<file path="src/rtl/alu_issue_stage.sv">
// alu_issue_stage
//   Decode/issue stage in front of the EX-stage ALU. Decodes RV32I R-type and
//   I-type ALU instructions into a 4-bit ALU select code. Builds the operands
//   from the register file, the immediate generator and EX/MEM forwarding, then
//   registers them in the ID/EX pipeline register (1-cycle latency). A DIV is
//   held stable at the ALU for DIV_CYCLES cycles, and fetch is back-pressured
//   through ready while it is held.
//
//   Optional feature: define ALU_ISSUE_MULDIV_EN to decode MUL (single cycle)
//   and DIV (multi-cycle hold). When the macro is undefined, f7=0000001 is
//   illegal, the hold state is never entered and busy is tied to 0.
//
// Ports
//   clk          in   rising-edge clock
//   reset        in   asynchronous active-low reset
//   if_valid     in   instr/rs1_data/rs2_data are valid this cycle
//   instr        in   32-bit instruction word
//   rs1_data     in   register-file read port 1
//   rs2_data     in   register-file read port 2
//   stall        in   downstream hazard stall; freezes the ID/EX register
//   flush        in   branch/trap flush; kills the ID/EX contents
//   exmem_we     in   EX/MEM stage writes a register
//   exmem_rd     in   EX/MEM destination register
//   exmem_result in   EX/MEM result (forwarding source)
//   ready        out  instr is consumed when if_valid && ready
//   idex_valid   out  ID/EX holds a live op
//   data1        out  ALU operand 1
//   data2        out  ALU operand 2 (rs2 or imm/shamt)
//   select       out  ALU op code
//   rd           out  destination register
//   reg_write    out  writeback enable (0 when rd==0)
//   busy         out  multi-cycle op in progress
//   illegal      out  one-cycle pulse when an unsupported instruction is consumed
module alu_issue_stage #(
  parameter int unsigned DIV_CYCLES = 4
) (
  input  logic        clk,
  input  logic        reset,
  input  logic        if_valid,
  input  logic [31:0] instr,
  input  logic [31:0] rs1_data,
  input  logic [31:0] rs2_data,
  input  logic        stall,
  input  logic        flush,
  input  logic        exmem_we,
  input  logic [4:0]  exmem_rd,
  input  logic [31:0] exmem_result,
  output logic        ready,
  output logic        idex_valid,
  output logic [31:0] data1,
  output logic [31:0] data2,
  output logic [3:0]  select,
  output logic [4:0]  rd,
  output logic        reg_write,
  output logic        busy,
  output logic        illegal
);

  localparam logic [0:0] IDLE = 1'b0;
  localparam logic [0:0] HOLD = 1'b1;

  localparam logic [3:0] SEL_AND = 4'b0000;
  localparam logic [3:0] SEL_OR  = 4'b0001;
  localparam logic [3:0] SEL_ADD = 4'b0010;
  localparam logic [3:0] SEL_XOR = 4'b0011;
  localparam logic [3:0] SEL_SLL = 4'b0100;
  localparam logic [3:0] SEL_SRL = 4'b0101;
  localparam logic [3:0] SEL_SUB = 4'b0110;
  localparam logic [3:0] SEL_SRA = 4'b0111;
`ifdef ALU_ISSUE_MULDIV_EN
  localparam logic [3:0] SEL_MUL = 4'b1000;
  localparam logic [3:0] SEL_DIV = 4'b1001;
`endif

  localparam logic [6:0] OPC_R = 7'b0110011;
  localparam logic [6:0] OPC_I = 7'b0010011;

  // Counter load value; the hold lasts cnt_init+1 cycles.
  localparam logic [3:0] CNT_INIT = 4'(DIV_CYCLES - 1);

  // Instruction fields
  logic [6:0] opc;
  logic [2:0] f3;
  logic [6:0] f7;
  logic [4:0] rs1;
  logic [4:0] rs2;

  assign opc = instr[6:0];
  assign f3  = instr[14:12];
  assign f7  = instr[31:25];
  assign rs1 = instr[19:15];
  assign rs2 = instr[24:20];

  // Registered state
  logic [0:0]  state_q, state_d;
  logic [3:0]  cnt_q, cnt_d;
  logic        idex_valid_q, idex_valid_d;
  logic [31:0] data1_q, data1_d;
  logic [31:0] data2_q, data2_d;
  logic [3:0]  select_q, select_d;
  logic [4:0]  rd_q, rd_d;
  logic        reg_write_q, reg_write_d;
  logic        illegal_q, illegal_d;

  // Decode results
  logic        legal;
  logic        is_div;
  logic        use_imm;
  logic        use_shamt;
  logic [3:0]  dec_sel;

  always_comb begin
    legal     = 1'b0;
    is_div    = 1'b0;
    use_imm   = 1'b0;
    use_shamt = 1'b0;
    dec_sel   = SEL_ADD;
    if (opc == OPC_R) begin
      case (f7)
        7'b0000000: begin
          legal = 1'b1;
          case (f3)
            3'b000:  dec_sel = SEL_ADD;
            3'b001:  dec_sel = SEL_SLL;
            3'b100:  dec_sel = SEL_XOR;
            3'b101:  dec_sel = SEL_SRL;
            3'b110:  dec_sel = SEL_OR;
            3'b111:  dec_sel = SEL_AND;
            default: legal   = 1'b0;  // SLT/SLTU
          endcase
        end
        7'b0100000: begin
          legal = 1'b1;
          case (f3)
            3'b000:  dec_sel = SEL_SUB;
            3'b101:  dec_sel = SEL_SRA;
            default: legal   = 1'b0;
          endcase
        end
`ifdef ALU_ISSUE_MULDIV_EN
        7'b0000001: begin
          legal = 1'b1;
          case (f3)
            3'b000:  dec_sel = SEL_MUL;
            3'b100: begin
              dec_sel = SEL_DIV;
              is_div  = 1'b1;
            end
            default: legal = 1'b0;
          endcase
        end
`endif
        default: legal = 1'b0;
      endcase
    end else if (opc == OPC_I) begin
      use_imm = 1'b1;
      legal   = 1'b1;
      case (f3)
        3'b000: dec_sel = SEL_ADD;
        3'b100: dec_sel = SEL_XOR;
        3'b110: dec_sel = SEL_OR;
        3'b111: dec_sel = SEL_AND;
        3'b001: begin
          dec_sel   = SEL_SLL;
          use_shamt = 1'b1;
          legal     = (f7 == 7'b0000000);
        end
        3'b101: begin
          use_shamt = 1'b1;
          if (f7 == 7'b0000000) begin
            dec_sel = SEL_SRL;
          end else if (f7 == 7'b0100000) begin
            dec_sel = SEL_SRA;
          end else begin
            legal = 1'b0;
          end
        end
        default: legal = 1'b0;  // SLTI/SLTIU
      endcase
    end
  end

  // Operand build with EX/MEM forwarding (x0 is never forwarded)
  logic [31:0] rs1_val;
  logic [31:0] rs2_val;
  logic [31:0] imm;
  logic [31:0] op2;

  assign rs1_val = (exmem_we && (exmem_rd != 5'd0) && (exmem_rd == rs1)) ? exmem_result : rs1_data;
  assign rs2_val = (exmem_we && (exmem_rd != 5'd0) && (exmem_rd == rs2)) ? exmem_result : rs2_data;
  assign imm     = use_shamt ? {27'd0, instr[24:20]} : {{20{instr[31]}}, instr[31:20]};
  assign op2     = use_imm ? imm : rs2_val;

  assign ready = (state_q == IDLE) && !stall;

  always_comb begin
    state_d      = state_q;
    cnt_d        = cnt_q;
    idex_valid_d = idex_valid_q;
    data1_d      = data1_q;
    data2_d      = data2_q;
    select_d     = select_q;
    rd_d         = rd_q;
    reg_write_d  = reg_write_q;
    illegal_d    = 1'b0;  // pulse, never held

    if (state_q == IDLE) begin
      if (flush) begin
        idex_valid_d = 1'b0;
      end else if (stall) begin
        // freeze ID/EX
      end else if (if_valid && legal) begin
        idex_valid_d = 1'b1;
        data1_d      = rs1_val;
        data2_d      = op2;
        select_d     = dec_sel;
        rd_d         = instr[11:7];
        reg_write_d  = (instr[11:7] != 5'd0);
        if (is_div) begin
          state_d = HOLD;
          cnt_d   = CNT_INIT;
        end
      end else if (if_valid) begin
        idex_valid_d = 1'b0;
        illegal_d    = 1'b1;
      end else begin
        idex_valid_d = 1'b0;
      end
    end else begin
      // HOLD: stall is ignored, the counter keeps running
      if (flush || (cnt_q == 4'd0)) begin
        state_d      = IDLE;
        cnt_d        = 4'd0;
        idex_valid_d = 1'b0;
      end else begin
        cnt_d = cnt_q - 4'd1;
      end
    end
  end

  always_ff @(posedge clk or negedge reset) begin
    if (!reset) begin
      state_q      <= IDLE;
      cnt_q        <= 4'd0;
      idex_valid_q <= 1'b0;
      data1_q      <= 32'd0;
      data2_q      <= 32'd0;
      select_q     <= 4'd0;
      rd_q         <= 5'd0;
      reg_write_q  <= 1'b0;
      illegal_q    <= 1'b0;
    end else begin
      state_q      <= state_d;
      cnt_q        <= cnt_d;
      idex_valid_q <= idex_valid_d;
      data1_q      <= data1_d;
      data2_q      <= data2_d;
      select_q     <= select_d;
      rd_q         <= rd_d;
      reg_write_q  <= reg_write_d;
      illegal_q    <= illegal_d;
    end
  end

  assign idex_valid = idex_valid_q;
  assign data1      = data1_q;
  assign data2      = data2_q;
  assign select     = select_q;
  assign rd         = rd_q;
  assign reg_write  = reg_write_q;
  assign illegal    = illegal_q;

`ifdef ALU_ISSUE_MULDIV_EN
  assign busy = (state_q == HOLD);
`else
  assign busy = 1'b0;
`endif

endmodule

</file>
<file path="config.mk">
export PLATFORM = sky130hd
export DESIGN_NAME = alu_issue_stage
export DESIGN_NICKNAME = d
export VERILOG_FILES = /design/src/rtl/alu_issue_stage.sv
export SDC_FILE = /design/constraint.sdc
export NUM_CORES = 1
export LEC_CHECK = 0
export BUFFER_PORTS_ARGS = -buffer_cell sky130_fd_sc_hd__buf_2
export CAP_MARGIN = 20
export CORE_AREA = 2 2 130 81
export CTS_CLUSTER_DIAMETER = 50
export DETAILED_ROUTE_END_ITERATION = 8
export DIE_AREA = 0 0 132 83
export PLACE_DENSITY = 0.85
export SETUP_SLACK_MARGIN = 0.3
export SLEW_MARGIN = 0
export SYNTH_ARGS = -nofsm -noshare
export SYNTH_HDL_FRONTEND = slang
export SYNTH_SLANG_ARGS = --single-unit
</file>
<file path="constraint.sdc">
create_clock -name clk -period 2 [get_ports clk]
set_input_delay 0.6 -clock clk [delete_from_list [all_inputs] [get_ports clk]]
set_output_delay 0.6 -clock clk [all_outputs]
set_load 0.02 [all_outputs]
</file>
==> impl_metrics.json, run 1 <==
{
  "stdcell_area_um2": 7170,
  "fin_crit_ps": 2140,
  "violations": "negative setup slack",
  "yosys_warnings": 0,
  "fin_hold_ws_ps": 157,
  "grt_pass1_vias": 5024,
  "yosys.area.top_type": "dfrtp_1",
  "fin_cells": 848,
  "antenna_found_initial": 1,
  "powerDensity_nw_per_um2": 573,
  "grt_max_degree": 48,
  "hold_buffers": 0,
  "finalCritPeriodShare": 1.07,
  "peakVddDrop_mv": 0.478,
  "grt-busiest-layer": "met2",
  "yosys-top-cells-area": "dfrtp_1, o21ai_0, mux2i_1, and3_1, o32a_1",
  "cp_data_required_time_ps": 2220,
  "fin_skew_ps": 4.77,
  "grt-ovfl-total": 0,
  "fin_total_pwr_w": 0.00411,
  "gr-usage-met3": 0.0879,
  "p_sw_frac": 0.255,
  "clk_latency_ps": 330,
  "syn_avg_cell_area_um2": 10.1,
  "cts_buffers": 9,
  "dp.cells": 803,
  "synthCells": 435,
  "synth_enable_flop_cells": 0,
  "n_antenna_cell": 0,
  "synth.most_common_cell": "dfrtp_1",
  "grt_first_pass_wirelength_um": 26000,
  "fin_util": 0.739,
  "gp_routability_congestion": 0.912,
  "cp.arrival_ps": 2370,
  "finalHoldViolations": 0,
  "maxCapViolCount": 0,
  "fin_nets": 849,
  "p_leak_nw": 3.62,
  "drt_pass1_iterations": 5,
  "synthTopCellsByCount": "dfrtp_1, o21ai_0, and3_1, mux2i_1, nand2_1",
  "ys_types": 56,
  "coreArea_um2": 9700,
  "wire_per_inst_um": 21.1,
  "io_pins": 217,
  "die_w_um": 132,
  "die_y_um": 83,
  "vias_per_cell": 5.72,
  "routed_wl_um": 17900,
  "ys_seq_elements": 80,
  "setup_viol": 52,
  "p_clk_frac": 0.429,
  "ys_seq_area_frac": 0.456,
  "relSlewSlack": 0.561,
  "start_util": 0.452,
  "finalWorstSetupSlack_ps": -141,
  "end_kind": "flip-flop",
  "ant_nets": 0,
  "setup.worst_path.class": "in2reg",
  "status": "finished with violations",
  "cts_max_level": 3,
  "first_iter_violations": 328,
  "grtUsageMet1": 0.369,
  "path_clk_slew_ps": 60,
  "critPathMaxFanout": 12,
  "synth_top_area_frac": 0.456,
  "cts_tree": "built",
  "die_area_um2": 11000,
  "async_reset_ff_frac": 1.00,
  "worst_setup_path_start_kind": "input port",
  "track_usage": 0.301,
  "syn_to_final_growth_pct": 63.5,
  "tightest_slew_ps": 658,
  "num_vias": 4853,
  "drive_above_1_share": 0.553,
  "fillers": 671,
  "report.final.slew_viol_count": 0,
  "fmax_mhz": 467,
  "cts_root_buf": "clkbuf_16",
  "ys.flop_type": "dfrtp_1",
  "hold_path_class": "in2async",
  "cts.sinks": 80,
  "clockBufferDepth": 2,
  "p_sw_w": 0.00105,
  "p_int_w": 0.00306,
  "comb_power_share": 0.163,
  "synth.cell_area_um2": 4390,
  "use_met2": 0.502,
  "place_area_um2": 5980,
  "seqPwrFrac": 0.408,
  "numPortBuffers": 214,
  "rows": 28,
  "drc_errors": 0,
  "rsz0062_at_grt": "yes",
  "dp_hpwl_um": 11200
}
[layout make-up]
class / count / area [µm²] / share of cell area
clock buffers: 10 / 229 / 0.0319
clock inverters: 5 / 81.3 / 0.0113
inverters: 6 / 22.5 / 0.00314
multi-input cells: 316 / 2600 / 0.362
flip-flops and latches: 80 / 2000 / 0.279
well taps: 135 / 169 / 0.0236
repair buffers: 296 / 2070 / 0.289
[logic make-up after synthesis]
kind of cell             after synthesis  share of synthesized area
AO/OA/AOI/OAI                        132                      0.199
XOR/XNOR                              11                     0.0220
adder cells (fa/ha/maj)                1                    0.00285
buffers and inverters                 42                     0.0451
flip-flops                            80                      0.456
multiplexers                          47                      0.116
other                                  1                   0.000855
AND/OR/NAND/NOR                      121                      0.158
[layer usage]
metal / share of wire / vias to the layer above
met5: 0 / -
met4: 0.018 / 0
met3: 0.077 / 29
met2: 0.49 / 249
met1: 0.41 / 2388
li1: - / 2187
[final timing paths]
| check | startpoint | end | slack (ps) | cells past startpoint |
|---|---|---|---|---|
| max reg2reg | state_q$_DFF_PN0_ | data2[13]$_DFFE_PN0P_ | 180 | 7 |
| max in group asynchronous | reset | data2[8]$_DFFE_PN0P_ | 1320 | 2 |
| min in group clk | data2[20]$_DFFE_PN0P_ | data2[20]$_DFFE_PN0P_ | 490 | 1 |
| min reg2reg | data2[20]$_DFFE_PN0P_ | data2[20]$_DFFE_PN0P_ | 490 | 1 |
| min | reset | rd[0]$_DFFE_PN0P_ | 160 | 1 |
| max | exmem_rd[2] | data2[4]$_DFFE_PN0P_ | -140 | 6 |
[stage by stage]
stage,TNS (ps),setup slack [ps]
after floorplan,-18040,-366
after global placement,-32370,-550
after detailed placement,-36960,-710
after CTS,-1510,-70.8
after global routing,-6350,-156
final,-3280,-141
[power by group through the flow]
stage	logic (W)	clock network, W	registers (W)
after global placement	0.000540	0	0.00170
after detailed placement	0.000559	0	0.00170
after CTS	0.000604	0.00179	0.00167
after floorplan	0.000177	0	0.00175
final	0.000669	0.00176	0.00168
after global routing	0.000715	0.00186	0.00168
[worst max-delay path, cell delays in order]
cell and delay [ps]:
buf_8 100, or4_4 560, o211ai_4 310, nor2_2 200, or3_1 360, a32o_1 230
[flip-flops by register name, summed over array words and instances, names as in the netlist]
signal and cells:
reg_write 1, data1 32, rd 5, idex_valid 1, state_q 1, illegal 1
select 3, cnt_q 4, data2 32
[cell usage in the layout (no fill, tap or decap), types with 7 or more instances in the layout]
master     Yosys  final
and3_1        42     42
buf_6          2     19
nand2_1       24     23
dfrtp_1       80     80
clkbuf_16      0     12
mux2i_1       33     26
o32a_1        21     21
buf_12         0     11
buf_2          8    207
mux2_2         9      8
or3_1          7      7
o21ai_0       68      7
a21oi_1       10      9
buf_4          4     47
o21ai_2        0     30
nor2_1        10      7
o21ai_1        4     29
[timing repair]
item / CTS / global route
setup endpoints to repair: 76 / 77
setup buffers: 12 / 8
gates resized for setup: 70 / 110
gates cloned: 5 / 5
pin swaps: 11 / 39
(Power assumes the default switching activity.)
==> run 2, diff against run 1 <==
==> config.mk (replaced) <==
export PLATFORM = sky130hd
export DESIGN_NAME = alu_issue_stage
export DESIGN_NICKNAME = d
export VERILOG_FILES = /design/src/rtl/alu_issue_stage.sv
export SDC_FILE = /design/constraint.sdc
export NUM_CORES = 1
export LEC_CHECK = 0
export ABC_AREA = 1
export BUFFER_PORTS_ARGS = -buffer_cell sky130_fd_sc_hd__buf_2
export CAP_MARGIN = 20
export CORE_AREA = 2 2 132 83
export CTS_CLUSTER_DIAMETER = 50
export DETAILED_ROUTE_END_ITERATION = 8
export DIE_AREA = 0 0 134 85
export GPL_TIMING_DRIVEN = 0
export PLACE_DENSITY = 0.86
export SETUP_SLACK_MARGIN = 0.3
export SLEW_MARGIN = 10
export SYNTH_ARGS = -nofsm -noshare
export SYNTH_HDL_FRONTEND = slang
export SYNTH_SLANG_ARGS = --single-unit
==> impl_metrics.json, run 2 <==
{
  "stdcell_area_um2": 7260,
  "final_cell_mix": "buf_2, nand2_1, dfrtp_1",
  "cts_tree": "built",
  "routed_wl_um": 17600,
  "status": "finished clean",
  "final_common_cell": "buf_2",
  "io_pins": 217,
  "fin_nets": 1092,
  "hold_buffers": 0,
  "wire_per_inst_um": 16.0,
  "rsz0062_at_grt": "yes",
  "fin_crit_ps": 1720,
  "die_w_um": 134,
  "drc_errors": 0,
  "antenna_found_initial": 0,
  "track_usage": 0.284,
  "end_kind": "flip-flop",
  "grt_pass1_vias": 5143,
  "ys_seq_elements": 80,
  "ant_nets": 0,
  "synthCells": 698,
  "fillers": 865,
  "finalWorstSetupSlack_ps": 277,
  "coreArea_um2": 10200,
  "r2r-start": "state_q$_DFF_PN0_",
  "fin_cells": 1098,
  "regArea_um2": 2000,
  "place_area_um2": 6130,
  "hold_path_class": "in2async",
  "ys_types": 28,
  "report.final.slew_viol_count": 0,
  "gp_routability_congestion": 0.929,
  "ys.flop_type": "dfrtp_1",
  "start_util": 0.470,
  "worst_setup_path_start_kind": "input port",
  "die_area_um2": 11400,
  "synth.most_common_cell": "nand2_1",
  "cts_max_level": 3,
  "num_vias": 5758,
  "maxCapViolCount": 0,
  "finalCritPeriodShare": 0.862,
  "cp_data_required_time_ps": 2220,
  "synth.cell_area_um2": 4790,
  "yosys_warnings": 0,
  "cp.arrival_ps": 1950,
  "critPathMaxFanout": 9,
  "drive_above_1_share": 0.408,
  "syn_avg_cell_area_um2": 6.87,
  "p_leak_nw": 4.37,
  "dp_hpwl_um": 12400,
  "vias_per_cell": 5.24,
  "critPathLaunch": "instr[29]",
  "cts_buffers": 9,
  "tns_ps": 0,
  "die_y_um": 85,
  "cts.sinks": 80,
  "setup_viol": 0,
  "grt_max_degree": 55,
  "yosys-top-cells-area": "dfrtp_1, nand2_1, nand3_1, inv_1, nand4_1",
  "clk_latency_ps": 340,
  "setup.worst_path.class": "in2reg",
  "grt-ovfl-total": 0,
  "rows": 29,
  "syn_to_final_growth_pct": 51.5,
  "dp.cells": 1053,
  "synth_enable_flop_cells": 0,
  "fin_util": 0.712,
  "cts_root_buf": "clkbuf_16",
  "synthTopCellsByCount": "nand2_1, nand3_1, dfrtp_1, inv_1, a21oi_1",
  "path_clk_slew_ps": 60,
  "clockBufferDepth": 2,
  "synth_top_area_frac": 0.418,
  "grt_first_pass_wirelength_um": 25300,
  "fmax_mhz": 580,
  "numPortBuffers": 214,
  "drt_pass1_iterations": 7,
  "multiInputGateArea_um2": 2560,
  "async_reset_ff_frac": 1.00,
  "powerDensity_nw_per_um2": 567,
  "peakVddDrop_mv": 0.489,
  "dp_slack_ps": -447,
  "first_iter_violations": 443,
  "yosys.area.top_type": "dfrtp_1",
  "fin_skew_ps": 6.89,
  "ys_seq_area_frac": 0.418,
  "finalHoldViolations": 0
}
==> run 2: cell types whose count changed in the layout (fill, tap and decap cells not counted), moves of 26 or more <==
cell,before,now
nand2_1,23,211
nand3_1,3,77
inv_1,6,65
and3_1,42,0
nand2_2,3,40
nand4_1,2,36
a21oi_1,9,41
o21ai_2,30,0
mux2i_1,26,0
o21ai_1,29,3
==> run 2: kinds of logic (layout without fill, tap and decap cells) <==
kind of cell               Yosys count  in the layout  share of synthesized area
other                                1              4                   0.000783
buffers and inverters              121            379                      0.110
adders and majority gates            1              1                    0.00261
and+or+nand+nor                    421            421                      0.381
AOI/OAI and AO/OA                   63             63                     0.0676
DFF                                 80             80                      0.418
xor gates and xnor gates            11             11                     0.0201
==> run 2: final cells by class <==
type / instances / area share
diodes: 2 / 0.000689
inverters: 76 / 0.0410
flip-flops and latches: 80 / 0.276
multi-input cells: 498 / 0.353
clock inverters: 7 / 0.0109
plain buffers: 45 / 0.0548
repair buffers: 242 / 0.209
clock buffers: 9 / 0.0310
well taps: 139 / 0.0239
==> run 2: per-layer routing <==
metal,vias up,global-route usage,wire (µm)
met2,317,0.446,8050
li1,2738,-,-
met1,2684,0.404,7640
met3,19,0.0699,1690
met5,-,0,0
met4,0,0.0522,180
==> run 2: timing repair <==
item,4_1_cts,5_1_grt
setup buffers,4,13
setup endpoints to repair,66,75
resized for setup,19,153
gates cloned,0,10
pin swaps,2,42
==> run 2: path summary, 6_finish.rpt <==
check,endpoint,slack [ps],cells past startpoint
setup / recovery,data1[15]$_DFFE_PN0P_,280,13
hold / removal,data1[5]$_DFFE_PN0P_,190,1
setup reg to reg,data1[15]$_DFFE_PN0P_,380,8
hold reg to reg,data1[5]$_DFFE_PN0P_,470,2
max in group asynchronous,data2[0]$_DFFE_PN0P_,1210,2
min in group clk,data1[5]$_DFFE_PN0P_,470,2
==> run 2: critical path, cell delays in order <==
cell and delay [ps]:
buf_2 110, inv_4 80, nand3_4 80, nor2_4 130, nand2_2 60, nand2_2 70, nand2_2 70, nand2_4 150
nand2_8 110, buf_12 190, clkbuf_16 150, nand2_1 70, nand2_2 50
==> run 2: metrics by stage <==
stage / total power, W / hold slack, ps
2_1_floorplan: 0.00203 / 304
3_3_place_gp: 0.00233 / 450
3_5_place_dp: 0.00235 / 455
4_1_cts: 0.00404 / 192
5_1_grt: 0.00429 / 193
6_report: 0.00411 / 189
==> run 2: power by group <==
group	internal [W]	switching (W)
sequential	0.00166	0.0000262
clock	0.000979	0.000723
combinational	0.000279	0.000445
==> run 3, diff against run 2 <==
--- a/config.mk
+++ b/config.mk
@@ -8,12 +8,12 @@
 export ABC_AREA = 1
 export BUFFER_PORTS_ARGS = -buffer_cell sky130_fd_sc_hd__buf_2
 export CAP_MARGIN = 20
-export CORE_AREA = 2 2 132 83
+export CORE_AREA = 2 2 140 87
 export CTS_CLUSTER_DIAMETER = 50
 export DETAILED_ROUTE_END_ITERATION = 8
-export DIE_AREA = 0 0 134 85
+export DIE_AREA = 0 0 142 89
 export GPL_TIMING_DRIVEN = 0
-export PLACE_DENSITY = 0.86
+export PLACE_DENSITY = 0.82
 export SETUP_SLACK_MARGIN = 0.3
 export SLEW_MARGIN = 10
 export SYNTH_ARGS = -nofsm -noshare
==> constraint.sdc (replaced) <==
create_clock -name clk -period 1.44 [get_ports clk]
set_input_delay 0.432 -clock clk [delete_from_list [all_inputs] [get_ports clk]]
set_output_delay 0.432 -clock clk [all_outputs]
set_load 0.02 [all_outputs]
==> impl_metrics.json, run 3 (synthesis results as in run 2) <==
{
  "end_kind": "flip-flop",
  "fin_skew_ps": 7.34,
  "maxCapViolCount": 0,
  "num_vias": 5913,
  "r2r_setup_slack_ps": -60,
  "hold_path_class": "in2async",
  "grt_first_pass_wirelength_um": 28200,
  "rsz0062_at_grt": "yes",
  "hold_buffers": 0,
  "grt_pass1_vias": 5623,
  "start_util": 0.427,
  "violations": "negative setup slack",
  "setup_viol": 69,
  "dp.cells": 1058,
  "report.final.slew_viol_count": 0,
  "rows": 30,
  "dp_slack_ps": -733,
  "dp_hpwl_um": 12800,
  "antenna_found_initial": 1,
  "powerDensity_nw_per_um2": 724,
  "drt_pass1_iterations": 5,
  "p_leak_nw": 4.61,
  "cts.sinks": 80,
  "cts_tree": "built",
  "regArea_um2": 2000,
  "fillers": 815,
  "vias_per_cell": 5.16,
  "worst_setup_path_start_kind": "input port",
  "relSlewSlack": 0.639,
  "die_y_um": 89,
  "syn_to_final_growth_pct": 70.4,
  "fin_cells": 1147,
  "wire_per_inst_um": 16.5,
  "cts_root_buf": "clkbuf_16",
  "grt_max_degree": 43,
  "stdcell_area_um2": 8170,
  "fin_util": 0.728,
  "tightest_slew_ps": 542,
  "fin_nets": 1138,
  "final_common_cell": "nand2_1",
  "r2r-end": "select[0]$_DFFE_PN0P_",
  "routed_wl_um": 18900,
  "grt-ovfl-total": 0,
  "fin_total_pwr_w": 0.00591,
  "clk_latency_ps": 350,
  "finalWorstSetupSlack_ps": -106,
  "n_antenna_cell": 0,
  "fmax_mhz": 647,
  "peakVddDrop_mv": 0.566,
  "r2r-start": "state_q$_DFF_PN0_",
  "die_w_um": 142,
  "setup.worst_path.class": "in2reg",
  "critPathMaxFanout": 4,
  "status": "finished with violations",
  "cts_buffers": 9,
  "io_pins": 217,
  "ant_nets": 0,
  "clockBufferDepth": 2,
  "coreArea_um2": 11200,
  "gp_routability_congestion": 0.961,
  "place_area_um2": 6160,
  "path_clk_slew_ps": 60,
  "numPortBuffers": 214,
  "multiInputGateArea_um2": 2700,
  "first_iter_violations": 379,
  "track_usage": 0.291,
  "cts_max_level": 3,
  "fin_crit_ps": 1550,
  "rr_worst_depth": 10,
  "finalCritPeriodShare": 1.07,
  "die_area_um2": 12600,
  "cp_data_required_time_ps": 1710,
  "final_cell_mix": "nand2_1, buf_2, buf_6",
  "finalHoldViolations": 0,
  "drc_errors": 0,
  "drive_above_1_share": 0.457,
  "cp.arrival_ps": 1820
}
==> run 3: worst max path at each step <==
| stage | startpoint | to | slack [ps] | cells after the start |
|---|---|---|---|---|
| global route | instr[25] | select[0]$_DFFE_PN0P_ | -150 | 15 |
| finish | instr[25] | select[0]$_DFFE_PN0P_ | -110 | 15 |
| global placement | exmem_rd[1] | data1[22]$_DFFE_PN0P_ | -710 | 10 |
| floorplan | instr[25] | data1[0]$_DFFE_PN0P_ | -100 | 12 |
| detailed placement | exmem_rd[1] | data1[22]$_DFFE_PN0P_ | -730 | 10 |
| CTS | instr[13] | select[0]$_DFFE_PN0P_ | -40 | 14 |
==> run 3: timing repair <==
| item | 4_1_cts | 5_1_grt |
|---|---|---|
| endpoints found under the setup margin | 154 | 155 |
| gates cloned | 6 | 2 |
| buffers inserted | 43 | 22 |
| resized for setup | 288 | 42 |
| pin swaps | 32 | 37 |
==> run 3: area by class of cell <==
| class | count | share of cell area |
|---|---|---|
| multi-input combinational | 498 | 0.330 |
| sequential | 80 | 0.245 |
| tap | 144 | 0.0221 |
| clock inverter | 6 | 0.00843 |
| timing repair buffer | 288 | 0.282 |
| buffer | 45 | 0.0470 |
| inverter | 76 | 0.0359 |
| clock buffer | 10 | 0.0293 |
==> run 3: worst max-delay path, cell delays in order <==
cell	delay, ps
buf_6	100
nor2_4	110
nand2_4	90
nor2_4	130
nand2_1	70
nand2_1	80
nand2_2	60
nand2_4	100
nand2_4	80
inv_6	80
buf_12	100
buf_16	110
buf_8	100
nor2_4	30
nor2_2	110
==> run 3: per-layer routing <==
layer / GRT usage / wire [µm] / up-vias
li1: - / - / 2830
met1: 0.381 / 8080 / 2743
met2: 0.480 / 8750 / 305
met3: 0.0852 / 1740 / 33
met4: 0.0736 / 332 / 2
met5: 0 / 11 / -
==> run 3: where the power goes <==
| group | switching [W] | internal [W] | total (W) |
|---|---|---|---|
| Combinational | 0.000671 | 0.000512 | 0.00118 |
| Sequential | 0.0000466 | 0.00231 | 0.00236 |
| Clock | 0.000975 | 0.00139 | 0.00237 |
| Total | 0.00169 | 0.00422 | 0.00591 |
==> run 3: metrics by stage <==
step                TNS [ps]  hold WS, ps
floorplan              -5750          136
global placement      -94130          449
detailed placement    -42090          442
CTS                     -145         79.5
global route           -6310         92.7
finish                 -2950         68.2
